[src/rtl/frame_ingest_pp_pkg.sv]
// Shared types and helpers for the UART frame ingest block.
package frame_ingest_pp_pkg;

    typedef enum logic [1:0] {
        IDLE    = 2'd0,
        FILL    = 2'd1,
        DISCARD = 2'd2
    } ingest_state_t;

    localparam logic [15:0] CNT_MAX = 16'hFFFF;

    function automatic int width_for(input int depth);
        return (depth > 1) ? $clog2(depth) : 1;
    endfunction

    function automatic logic [15:0] sat_inc(input logic [15:0] v);
        return (v == CNT_MAX) ? v : v + 16'd1;
    endfunction

endpackage

[src/rtl/frame_ingest_pp_if.sv]
// Byte input, bank write port and frame hand-off bundle of frame_ingest_pp.
interface frame_ingest_pp_if
    import frame_ingest_pp_pkg::*;
#(
    parameter int DATA_WIDTH = 16,
    parameter int CHANNELS   = 1,
    parameter int IMG_W      = 28,
    parameter int IMG_H      = 28,
    parameter int NUM_BANKS  = 2
) ();
    localparam int AW = width_for(CHANNELS * IMG_W * IMG_H);
    localparam int BW = width_for(NUM_BANKS);

    logic                  rx_dv;
    logic [7:0]            rx_byte;
    logic                  wr_en;
    logic [BW-1:0]         wr_bank;
    logic [AW-1:0]         wr_addr;
    logic [DATA_WIDTH-1:0] wr_data;
    logic                  frame_valid;
    logic [BW-1:0]         frame_bank;
    logic                  frame_accept;
    logic                  frame_release;
    logic                  busy;
    logic [15:0]           drop_cnt;
    logic [15:0]           resync_cnt;

    modport slave (
        input  rx_dv, rx_byte, frame_accept, frame_release,
        output wr_en, wr_bank, wr_addr, wr_data, frame_valid, frame_bank,
               busy, drop_cnt, resync_cnt
    );

    modport master (
        output rx_dv, rx_byte, frame_accept, frame_release,
        input  wr_en, wr_bank, wr_addr, wr_data, frame_valid, frame_bank,
               busy, drop_cnt, resync_cnt
    );
endinterface

[src/rtl/frame_ingest_pp_pix_norm_lut.sv]
// Registered byte-to-fixed-point lookup: v = (k*2^F + 127)/255, optionally centred.
module frame_ingest_pp_pix_norm_lut #(
    parameter int DATA_WIDTH = 16,
    parameter int FRAC_BITS  = 7,
    parameter int NORM_MODE  = 0
) (
    input  logic                  clk,
    input  logic                  reset,
    input  logic                  en_i,
    input  logic [7:0]            byte_i,
    output logic [DATA_WIDTH-1:0] data_o
);
    logic [DATA_WIDTH-1:0] lut_s [256];
    logic [DATA_WIDTH-1:0] data_q;

    for (genvar k = 0; k < 256; k++) begin : g_lut
        localparam int UNSIGNED_V = (k * (1 << FRAC_BITS) + 127) / 255;
        localparam int OFFSET_V   = (NORM_MODE != 0) ? (1 << (FRAC_BITS - 1)) : 0;
        assign lut_s[k] = DATA_WIDTH'(UNSIGNED_V - OFFSET_V);
    end

    // Output register; holds the last converted byte between strobes.
    always_ff @(posedge clk or posedge reset) begin
        if (reset) begin
            data_q <= '0;
        end else if (en_i) begin
            data_q <= lut_s[byte_i];
        end
    end

    assign data_o = data_q;
endmodule

[src/rtl/frame_ingest_pp.sv]
// UART pixel ingest: HWC bytes in, CHW fixed-point writes into round-robin banks.
module frame_ingest_pp
    import frame_ingest_pp_pkg::*;
#(
    parameter int DATA_WIDTH      = 16,
    parameter int FRAC_BITS       = 7,
    parameter int IMG_W           = 28,
    parameter int IMG_H           = 28,
    parameter int CHANNELS        = 1,
    parameter int NUM_BANKS       = 2,
    parameter int GAP_TIMEOUT_CYC = 100000,
    parameter int NORM_MODE       = 0
) (
    input logic              clk,
    input logic              reset,
    frame_ingest_pp_if.slave bus
);
    localparam int PLANE = IMG_H * IMG_W;
    localparam int AW    = width_for(CHANNELS * PLANE);
    localparam int BW    = width_for(NUM_BANKS);
    localparam int CW    = width_for(CHANNELS);
    localparam int OW    = width_for(NUM_BANKS + 1);
    localparam int GW    = width_for(GAP_TIMEOUT_CYC);

    ingest_state_t   state_q, state_d;
    logic [AW-1:0]   pix_q, pix_d, base_q, base_d, pix_n_s, base_n_s;
    logic [CW-1:0]   ch_q, ch_d, ch_n_s;
    logic [GW-1:0]   gap_q, gap_d;
    logic [BW-1:0]   wr_ptr_q, wr_ptr_d, rd_ptr_q, rd_ptr_d;
    logic [OW-1:0]   occ_q, occ_d, pend_q, pend_d;
    logic            held_q, held_d;
    logic [15:0]     drop_q, drop_d, resync_q, resync_d;
    logic            wr_en_q, frame_valid_q;
    logic [BW-1:0]   wr_bank_q, frame_bank_q;
    logic [AW-1:0]   wr_addr_q;
    logic [DATA_WIDTH-1:0] wr_data_s;
    logic            take_s, last_s, timeout_s, complete_s, accept_s, release_s;

    function automatic logic [BW-1:0] bank_next(input logic [BW-1:0] p);
        return (p == BW'(NUM_BANKS - 1)) ? '0 : p + BW'(1);
    endfunction

    assign take_s     = bus.rx_dv && ((state_q == FILL) ||
                        ((state_q == IDLE) && (occ_q < OW'(NUM_BANKS))));
    assign last_s     = (ch_q == CW'(CHANNELS - 1)) && (pix_q == AW'(PLANE - 1));
    assign timeout_s  = !bus.rx_dv && (state_q != IDLE) &&
                        (gap_q == GW'(GAP_TIMEOUT_CYC - 1));
    assign complete_s = take_s && last_s;
    // A held bank hides frame_valid, so an accept alongside a release is dropped here.
    assign accept_s   = bus.frame_accept && frame_valid_q;
    assign release_s  = bus.frame_release && held_q;

    assign wr_ptr_d = complete_s ? bank_next(wr_ptr_q) : wr_ptr_q;
    assign rd_ptr_d = release_s ? bank_next(rd_ptr_q) : rd_ptr_q;
    assign held_d   = release_s ? 1'b0 : (accept_s ? 1'b1 : held_q);
    assign occ_d    = occ_q + OW'(complete_s) - OW'(release_s);
    assign pend_d   = pend_q + OW'(complete_s) - OW'(accept_s);
    assign drop_d   = (bus.rx_dv && !take_s && last_s) ? sat_inc(drop_q) : drop_q;
    assign resync_d = timeout_s ? sat_inc(resync_q) : resync_q;

    // Next HWC position: channel is the fast index, the plane offset steps by PLANE.
    always_comb begin
        ch_n_s   = '0;
        base_n_s = '0;
        pix_n_s  = '0;
        if (last_s) begin
            ch_n_s   = '0;
            base_n_s = '0;
            pix_n_s  = '0;
        end else if (ch_q == CW'(CHANNELS - 1)) begin
            ch_n_s   = '0;
            base_n_s = '0;
            pix_n_s  = pix_q + AW'(1);
        end else begin
            ch_n_s   = ch_q + CW'(1);
            base_n_s = base_q + AW'(PLANE);
            pix_n_s  = pix_q;
        end
    end

    // Ingest FSM; a byte arriving on the expiry cycle clears the gap and wins.
    always_comb begin
        state_d = state_q;
        ch_d    = ch_q;
        base_d  = base_q;
        pix_d   = pix_q;
        gap_d   = gap_q;
        case (state_q)
            IDLE: begin
                gap_d = '0;
                if (bus.rx_dv) begin
                    ch_d    = ch_n_s;
                    base_d  = base_n_s;
                    pix_d   = pix_n_s;
                    state_d = last_s ? IDLE : (take_s ? FILL : DISCARD);
                end else begin
                    state_d = IDLE;
                end
            end
            FILL, DISCARD: begin
                if (bus.rx_dv) begin
                    ch_d    = ch_n_s;
                    base_d  = base_n_s;
                    pix_d   = pix_n_s;
                    gap_d   = '0;
                    state_d = last_s ? IDLE : state_q;
                end else if (timeout_s) begin
                    ch_d    = '0;
                    base_d  = '0;
                    pix_d   = '0;
                    gap_d   = '0;
                    state_d = IDLE;
                end else begin
                    gap_d   = gap_q + GW'(1);
                end
            end
            default: begin
                ch_d    = '0;
                base_d  = '0;
                pix_d   = '0;
                gap_d   = '0;
                state_d = IDLE;
            end
        endcase
    end

    // State, position, bank bookkeeping and counters.
    always_ff @(posedge clk or posedge reset) begin
        if (reset) begin
            state_q  <= IDLE;
            ch_q     <= '0;
            base_q   <= '0;
            pix_q    <= '0;
            gap_q    <= '0;
            wr_ptr_q <= '0;
            rd_ptr_q <= '0;
            occ_q    <= '0;
            pend_q   <= '0;
            held_q   <= 1'b0;
            drop_q   <= 16'd0;
            resync_q <= 16'd0;
        end else begin
            state_q  <= state_d;
            ch_q     <= ch_d;
            base_q   <= base_d;
            pix_q    <= pix_d;
            gap_q    <= gap_d;
            wr_ptr_q <= wr_ptr_d;
            rd_ptr_q <= rd_ptr_d;
            occ_q    <= occ_d;
            pend_q   <= pend_d;
            held_q   <= held_d;
            drop_q   <= drop_d;
            resync_q <= resync_d;
        end
    end

    // Registered write port and frame hand-off outputs.
    always_ff @(posedge clk or posedge reset) begin
        if (reset) begin
            wr_en_q       <= 1'b0;
            wr_bank_q     <= '0;
            wr_addr_q     <= '0;
            frame_valid_q <= 1'b0;
            frame_bank_q  <= '0;
        end else begin
            wr_en_q <= take_s;
            if (take_s) begin
                wr_bank_q <= wr_ptr_q;
                wr_addr_q <= base_q + pix_q;
            end
            frame_valid_q <= (pend_d != '0) && !held_d;
            frame_bank_q  <= rd_ptr_d;
        end
    end

    frame_ingest_pp_pix_norm_lut #(
        .DATA_WIDTH (DATA_WIDTH),
        .FRAC_BITS  (FRAC_BITS),
        .NORM_MODE  (NORM_MODE)
    ) u_lut (
        .clk    (clk),
        .reset  (reset),
        .en_i   (take_s),
        .byte_i (bus.rx_byte),
        .data_o (wr_data_s)
    );

    assign bus.wr_en       = wr_en_q;
    assign bus.wr_bank     = wr_bank_q;
    assign bus.wr_addr     = wr_addr_q;
    assign bus.wr_data     = wr_data_s;
    assign bus.frame_valid = frame_valid_q;
    assign bus.frame_bank  = frame_bank_q;
    assign bus.busy        = (state_q != IDLE);
    assign bus.drop_cnt    = drop_q;
    assign bus.resync_cnt  = resync_q;
endmodule
[src/flat_wrapper.sv]
// flat-port wrapper written by rule: the top's interface ports become plain ports
module frame_ingest_pp_flat import frame_ingest_pp_pkg::*;
#(
    parameter int DATA_WIDTH      = 16,
    parameter int FRAC_BITS       = 7,
    parameter int IMG_W           = 28,
    parameter int IMG_H           = 28,
    parameter int CHANNELS        = 1,
    parameter int NUM_BANKS       = 2,
    parameter int GAP_TIMEOUT_CYC = 100000,
    parameter int NORM_MODE       = 0
)
  (clk, reset, bus_rx_dv, bus_rx_byte, bus_frame_accept, bus_frame_release, bus_wr_en, bus_wr_bank, bus_wr_addr, bus_wr_data, bus_frame_valid, bus_frame_bank, bus_busy, bus_drop_cnt, bus_resync_cnt);
  frame_ingest_pp_if #(.DATA_WIDTH(DATA_WIDTH), .CHANNELS(CHANNELS), .IMG_W(IMG_W), .IMG_H(IMG_H), .NUM_BANKS(NUM_BANKS)) bus_i ();
  input logic clk;
  input logic reset;
  input wire logic [$bits(bus_i.rx_dv)-1:0] bus_rx_dv;
  input wire logic [$bits(bus_i.rx_byte)-1:0] bus_rx_byte;
  input wire logic [$bits(bus_i.frame_accept)-1:0] bus_frame_accept;
  input wire logic [$bits(bus_i.frame_release)-1:0] bus_frame_release;
  output wire logic [$bits(bus_i.wr_en)-1:0] bus_wr_en;
  output wire logic [$bits(bus_i.wr_bank)-1:0] bus_wr_bank;
  output wire logic [$bits(bus_i.wr_addr)-1:0] bus_wr_addr;
  output wire logic [$bits(bus_i.wr_data)-1:0] bus_wr_data;
  output wire logic [$bits(bus_i.frame_valid)-1:0] bus_frame_valid;
  output wire logic [$bits(bus_i.frame_bank)-1:0] bus_frame_bank;
  output wire logic [$bits(bus_i.busy)-1:0] bus_busy;
  output wire logic [$bits(bus_i.drop_cnt)-1:0] bus_drop_cnt;
  output wire logic [$bits(bus_i.resync_cnt)-1:0] bus_resync_cnt;
  assign bus_i.rx_dv = bus_rx_dv;
  assign bus_i.rx_byte = bus_rx_byte;
  assign bus_i.frame_accept = bus_frame_accept;
  assign bus_i.frame_release = bus_frame_release;
  assign bus_wr_en = bus_i.wr_en;
  assign bus_wr_bank = bus_i.wr_bank;
  assign bus_wr_addr = bus_i.wr_addr;
  assign bus_wr_data = bus_i.wr_data;
  assign bus_frame_valid = bus_i.frame_valid;
  assign bus_frame_bank = bus_i.frame_bank;
  assign bus_busy = bus_i.busy;
  assign bus_drop_cnt = bus_i.drop_cnt;
  assign bus_resync_cnt = bus_i.resync_cnt;
  frame_ingest_pp #(.DATA_WIDTH(DATA_WIDTH), .FRAC_BITS(FRAC_BITS), .IMG_W(IMG_W), .IMG_H(IMG_H), .CHANNELS(CHANNELS), .NUM_BANKS(NUM_BANKS), .GAP_TIMEOUT_CYC(GAP_TIMEOUT_CYC), .NORM_MODE(NORM_MODE)) u_core (.clk(clk), .reset(reset), .bus(bus_i));
endmodule
[config.mk]
export PLATFORM = sky130hd
export DESIGN_NAME = frame_ingest_pp_flat
export DESIGN_NICKNAME = d
export VERILOG_FILES = /design/src/rtl/frame_ingest_pp_pkg.sv /design/src/rtl/frame_ingest_pp_if.sv /design/src/rtl/frame_ingest_pp_pix_norm_lut.sv /design/src/rtl/frame_ingest_pp.sv /design/src/flat_wrapper.sv
export SDC_FILE = /design/constraint.sdc
export NUM_CORES = 1
export LEC_CHECK = 0
export ABC_AREA = 1
export CAP_MARGIN = 20
export CORE_MARGIN = 2
export CORE_UTILIZATION = 25
export DETAILED_ROUTE_END_ITERATION = 12
export SKIP_LAST_GASP = 1
export SYNTH_ARGS = -nofsm -noshare
export SYNTH_HDL_FRONTEND = slang
export SYNTH_HIERARCHICAL = 1
export SYNTH_SLANG_ARGS = --single-unit
[constraint.sdc]
create_clock -name clk -period 5.3 [get_ports clk]
set_clock_uncertainty 0.15 [all_clocks]
set_input_delay 1.59 -clock clk [delete_from_list [all_inputs] [get_ports clk]]
set_output_delay 1.59 -clock clk [all_outputs]
set_load 0.05 [all_outputs]
### After elaboration in Yosys (flattened, before gate mapping)

Memories as Yosys holds them, arrays and structs flattened. A register that Yosys moved wholly into a read port is not among the register bits.
Cells that the tools add are included.
Widths: inputs -> output; s select.

* add/sub/neg operators: 13
* $lt $le $gt $ge: 1
* equality and inequality tests: 9
* muxes and demuxes: 31
* bitwise operators: 4
* reductions and logical operators: 23

Operators by type and width (number)
* $mux 10: 9
* $mux 17: 3
* $pmux 10 s2: 2
* $add 16x1->16 const B: 2
* $eq 16x16->1 const B: 2
* $add 17x1->17 const B: 1
* $eq 17x17->1 const B: 1
* $mux 2: 6
* $logic_and 1x1->1: 11
* $add 10x1->10 const B: 1
* $add 10x10->10: 1
* $add 10x10->10 const B: 1
* $eq 10x10->1 const B: 1
* $mux 1: 9
* $not 8->9: 1
* $reduce_and 2->1: 4
* $ne 3x2->1 const B: 2
* $add 2x1->2: 2
* $pmux 2 s2: 1
* $reduce_bool 2->1: 2
* $sub 2x1->2: 2
* $add 1x1->1 const B: 3
* $logic_not 1->1: 3
* $not 1->1: 3
* 8 further kinds: 8

* register bits after elaboration: 92
* ROM bits: 4096
* bits of input ports: 13
* output and inout port bits: 63
* logic and storage cells: 98
* memories: 1

Memory list
* (name not given): words 256, width 16, rd ports 1, clocked after memory_dff 1, write ports 0, line frame_ingest_pp_pix_norm_lut.sv:27 `data_q <= lut_s[byte_i];`

### Logic depth before layout (Yosys ltp)

* depth in word-level cells: 9
* gate-level depth with buffers: 13
* mapped depth without buffers: 13

### By module

The synthesis kept the hierarchy.

Modules (own cells, without submodules)
* frame_ingest_pp: times used 1, cells each 594, area an instance 4713.3 um2, sequential area each 2026.9 um2
* frame_ingest_pp_pix_norm_lut: times used 1, cells each 55, area an instance 459.2 um2, sequential area each 200.2 um2

### Worst setup path after synthesis

Ideal clock, no wire load.

* kind: input to register
* start: input port bus_rx_dv
* end: register u_core.frame_valid_q (netlist: u_core/bus.frame_valid)
* library setup time: 0.120 ns
* data arrival time: 2.736 ns
* required time: 5.030 ns
* path slack: 2.295 ns
* stages: 9
* path buffers: 0
* path through: inv_4 nor2_8 nand4_1 ha_1 inv_1 ha_1 xnor2_1 o21ai_0 inv_1

* word-level cells in the longest chain between the ends: 6

Ends and longest elaborated chain
* start: declaration: line flat_wrapper.sv:17 `input wire logic [$bits(bus_i.rx_dv)-1:0] bus_rx_dv;`
* $logic_and 1x1->1: line frame_ingest_pp.sv:43 `assign take_s = bus.rx_dv && ((state_q == FILL) ||`
* net u_core.take_s: line frame_ingest_pp.sv:37 `logic take_s, last_s, timeout_s, complete_s, accept_s, release_s;`
* $logic_and 1x1->1: line frame_ingest_pp.sv:48 `assign complete_s = take_s && last_s;`
* $add 2x1->2: line frame_ingest_pp.sv:57 `assign pend_d = pend_q + OW'(complete_s) - OW'(accept_s);`
* $sub 2x1->2: line frame_ingest_pp.sv:57
* net u_core.pend_d[1]: line frame_ingest_pp.sv:30 `logic [OW-1:0] occ_q, occ_d, pend_q, pend_d;`
* $reduce_bool 2->1: line frame_ingest_pp.sv:172 `frame_valid_q <= (pend_d != '0) && !held_d;`
* $logic_and 1x1->1: line frame_ingest_pp.sv:172
* end signal: assignment: line frame_ingest_pp.sv:172
* end: declaration: line frame_ingest_pp.sv:33 `logic wr_en_q, frame_valid_q;`

The timed path passes the listed nets, and every way through them passes these cells.
A chain may end at the register's enable or synchronous reset.

### Final worst setup path

* start: register u_core.state_q[0]
* end: output port bus_busy

* word-level cells in the longest chain between the ends: 1

Ends and longest elaborated chain
* start: declaration: line frame_ingest_pp.sv:25 `ingest_state_t state_q, state_d;`
* start signal: assignment: line frame_ingest_pp.sv:143 `state_q <= state_d;`
* $reduce_bool 2->1: line frame_ingest_pp.sv:195 `assign bus.busy = (state_q != IDLE);`
* end: declaration: line flat_wrapper.sv:27 `output wire logic [$bits(bus_i.busy)-1:0] bus_busy;`

Every way passes these cells.

==> flow_metrics.env <==
export IMPL_crit_slowest_cell="clkdlybuf4s50_1"
export IMPL_synth_seq_cells=89
export IMPL_final_common_cell="nand2_1"
export IMPL_dp_cells=979
export IMPL_drt_pass1_iter_count=4
export IMPL_port_buffers=67
export IMPL_yosysWarnings=6
export IMPL_final_max_slew_viol_count=0
export IMPL_critPathBufInv=3
export IMPL_placed_area_um2=6090
export IMPL_leakage_nw=2.88
export IMPL_diodes=0
export IMPL_min_path_cells=1
export IMPL_clk_latency_ns=0.34
export IMPL_synth_edf_count=0
export IMPL_antenna_found_initial=0
export IMPL_rsz0062_at_grt="false"
export IMPL_p_sw_share_pct=38.4
export IMPL_grt_pass1_wl_um=19800
export IMPL_switching_power_mw=0.805
export IMPL_layout_common_cells="nand2_1, dfrtp_1, clkdlybuf4s50_1, inv_1, nor2_1"
export IMPL_cts_root_buf="clkbuf_16"
export IMPL_cts_tree="yes"
export IMPL_post_cts_buffers=0
export IMPL_rrSetupSlack_ns=2.61
export IMPL_wl_um=11700
export IMPL_dr_first_iter_drc_count=195
export IMPL_drc=0
export IMPL_place_hpwl_um=8660
export IMPL_seq_area_frac_synth_pct=43.1
export IMPL_synth_area_um2=5170
export IMPL_status="finished, final reports clean"
export IMPL_r2r_start="u_core/state_q[0]$_DFFE_PP0P_"
export IMPL_combinationalPowerShare_pct=32.8
export IMPL_fin_cells=994
export IMPL_critical_path_class="flop to output pin"
export IMPL_postSynthAreaPerCell_um2=7.97
export IMPL_grt_pass1_vias=4030
export IMPL_drive_above_1_share_pct=10.2
export IMPL_r2r_end="u_core/bus.frame_valid$_DFF_PP0_"
export IMPL_cts_buffers=9
export IMPL_grt_overflow=0
export IMPL_relSlewSlack_pct=49.5
export IMPL_seqPwrFrac_pct=38.1
export IMPL_cts_sinks=89
export IMPL_final_setup_tns_ns=0
export IMPL_start_util_pct=25.5
export IMPL_whs_endpoint="u_core/gap_q[0]$_DFF_PP0_"
export IMPL_worstPathArrival_ns=2.08
export IMPL_clkPwrFrac_pct=29.2
export IMPL_routed_wire_length_per_instance_um=11.7
export IMPL_syn_inst=649
export IMPL_cp_required_ns=3.56
export IMPL_setup_viol=0
export IMPL_clkSlewWorstSetupHoldPaths_ns=0.06
export IMPL_cp_max_fo=7
export IMPL_timing_fmax_mhz=261
export IMPL_design_portCount=76
export IMPL_hp_start="u_core/gap_q[0]$_DFF_PP0_"
export IMPL_p_int_mw=1.29
export IMPL_grtUsageTotal_pct=11.2
export IMPL_hold_buffers=0
export IMPL_syn_to_final_growth_pct=23.1
export IMPL_synth_cell_types=41
export IMPL_finalNetCount=745
export IMPL_coreArea_um2=20300
export IMPL_period_share_pct=72.2
export IMPL_endpoint_kind="output pin"
export IMPL_synthFlopType="dfrtp_1"
export IMPL_viasPerCell=4.22
export IMPL_gp_congestion=0.852
export IMPL_ant_nets=0
export IMPL_die_h_um=148
export IMPL_vdd_drop_max_mv=0.149
export IMPL_final_hold_viol_count=0
export IMPL_hold_slack_ns=0.315
export IMPL_finalCoreUtilization_pct=31.4
export IMPL_hp_class="flop to flop"
export IMPL_worst_pin_slew_ns=0.757
export IMPL_dieArea_um2=21900
export IMPL_critical_path_max_stage_delay_ns=0.84
export IMPL_cts_resized=0
export IMPL_fp_dieW_um=148
export IMPL_r2r_cells=13
export IMPL_vias=4199
export IMPL_async_reset_ff_share_pct=100
export IMPL_worst_setup_path_start_kind="flop"
export IMPL_worstPathCellList="inv_1 > ha_1 > inv_2 > clkdlybuf4s50_1"
export IMPL_power_density_nw_per_um2=329
export IMPL_period_needed_ns=3.82
export IMPL_clockBufferDepth=2
export IMPL_rows=52
export IMPL_cap_violations=0
export IMPL_design_area_um2=6370
export IMPL_grt_max_degree=43
export IMPL_crit_family="buffers and inverters"
export IMPL_ctsHtreeMaxLevel=3
worst max-delay path by stage:
| stage | slack [ns] | end | start | depth (start not counted) |
|---|---|---|---|---|
| final | 1.48 | bus_busy | u_core/state_q[0]$_DFFE_PP0P_ | 4 |
| after global routing | 1.37 | bus_busy | u_core/state_q[0]$_DFFE_PP0P_ | 4 |
| after CTS | 1.45 | bus_busy | u_core/state_q[0]$_DFFE_PP0P_ | 4 |
| after detailed placement | 1.35 | u_core/bus.frame_valid$_DFF_PP0_ | bus_rx_dv | 10 |
| after global placement | 1.40 | u_core/bus.frame_valid$_DFF_PP0_ | bus_rx_dv | 10 |
| after floorplan | 1.48 | u_core/bus.drop_cnt[0]$_DFFE_PP0P_ | reset | 1 |
cells by family (layout without fill, tap and decap cells):
group           Yosys count  after routing  synth area share (%)
buf+inv                  91            159                  8.22
fa+ha+maj                12             12                  2.90
compound gates           39             39                  4.55
simple gates            379            379                  34.6
flops                    89             89                  43.1
other cells               1              8                0.0725
xor+xnor                 38             38                  6.58
synthesized netlist by cell type, types with 5 or more instances:
cell type | number | area, um^2
nor2_2 | 7 | 43.8
buf_4 | 9 | 67.6
a21oi_1 | 5 | 25.0
nor2_1 | 61 | 229
xnor2_1 | 18 | 158
inv_2 | 5 | 18.8
xor2_1 | 19 | 166
inv_1 | 68 | 255
nand3_1 | 52 | 260
nand2_1 | 192 | 721
nand2_2 | 15 | 93.8
nand4_1 | 13 | 81.3
ha_1 | 12 | 150
o21ai_0 | 18 | 90.1
o21ai_1 | 9 | 45.0
nor3_1 | 9 | 45.0
dfrtp_1 | 89 | 2230
worst register-to-register path, delay by kind of cell, from the launching register on:
family,cells,cell delay (ns)
compound gates,1,0.15
xor+xnor,1,0.14
fa+ha+maj,3,0.81
buf+inv,4,0.28
flops,1,0.42
simple gates,4,0.63
layout make-up:
type,count,area [um^2]
sequential,89,2230
clock inverter,4,28.8
multi-input combinational,476,2550
inverter,75,290
clock buffer,11,253
tap,270,338
fill,2168,13900
timing repair buffer,69,686
power by group through the flow:
| stage | sequential [mW] | clock [mW] | combinational (mW) |
|---|---|---|---|
| after detailed placement | 0.810 | 0 | 0.696 |
| after global routing | 0.807 | 0.661 | 0.751 |
| after global placement | 0.810 | 0 | 0.690 |
| after CTS | 0.798 | 0.641 | 0.697 |
| after floorplan | 0.967 | 0 | 0.355 |
| final | 0.797 | 0.611 | 0.687 |
registers in the layout (all words and copies together) (netlist names):
| signal | count |
|---|---|
| u_core/held_q | 1 |
| u_core/occ_q | 2 |
| u_core/bus.frame_bank | 1 |
| u_core/wr_ptr_q | 1 |
| u_core/bus.resync_cnt | 16 |
| u_core/u_lut/data_o | 8 |
| u_core/bus.wr_addr | 10 |
| u_core/state_q | 2 |
| u_core/bus.wr_en | 1 |
| u_core/pix_q | 10 |
| u_core/pend_q | 2 |
| u_core/bus.wr_bank | 1 |
| u_core/bus.frame_valid | 1 |
| u_core/bus.drop_cnt | 16 |
| u_core/gap_q | 17 |
metal layers:
metal | global-route usage (%) | part of all wire [%]
met3 | 2.38 | 2.0
met1 | 14.9 | 49
met4 | 3.43 | 1.6
met2 | 18.2 | 47
met5 | 0 | 0
stage by stage:
step / power (mW) / worst slack [ns]
2_1_floorplan: 1.32 / 1.48
3_3_place_gp: 1.50 / 1.40
3_5_place_dp: 1.51 / 1.35
4_1_cts: 2.14 / 1.45
5_1_grt: 2.22 / 1.37
6_report: 2.10 / 1.48
(Power assumes the default switching activity.)
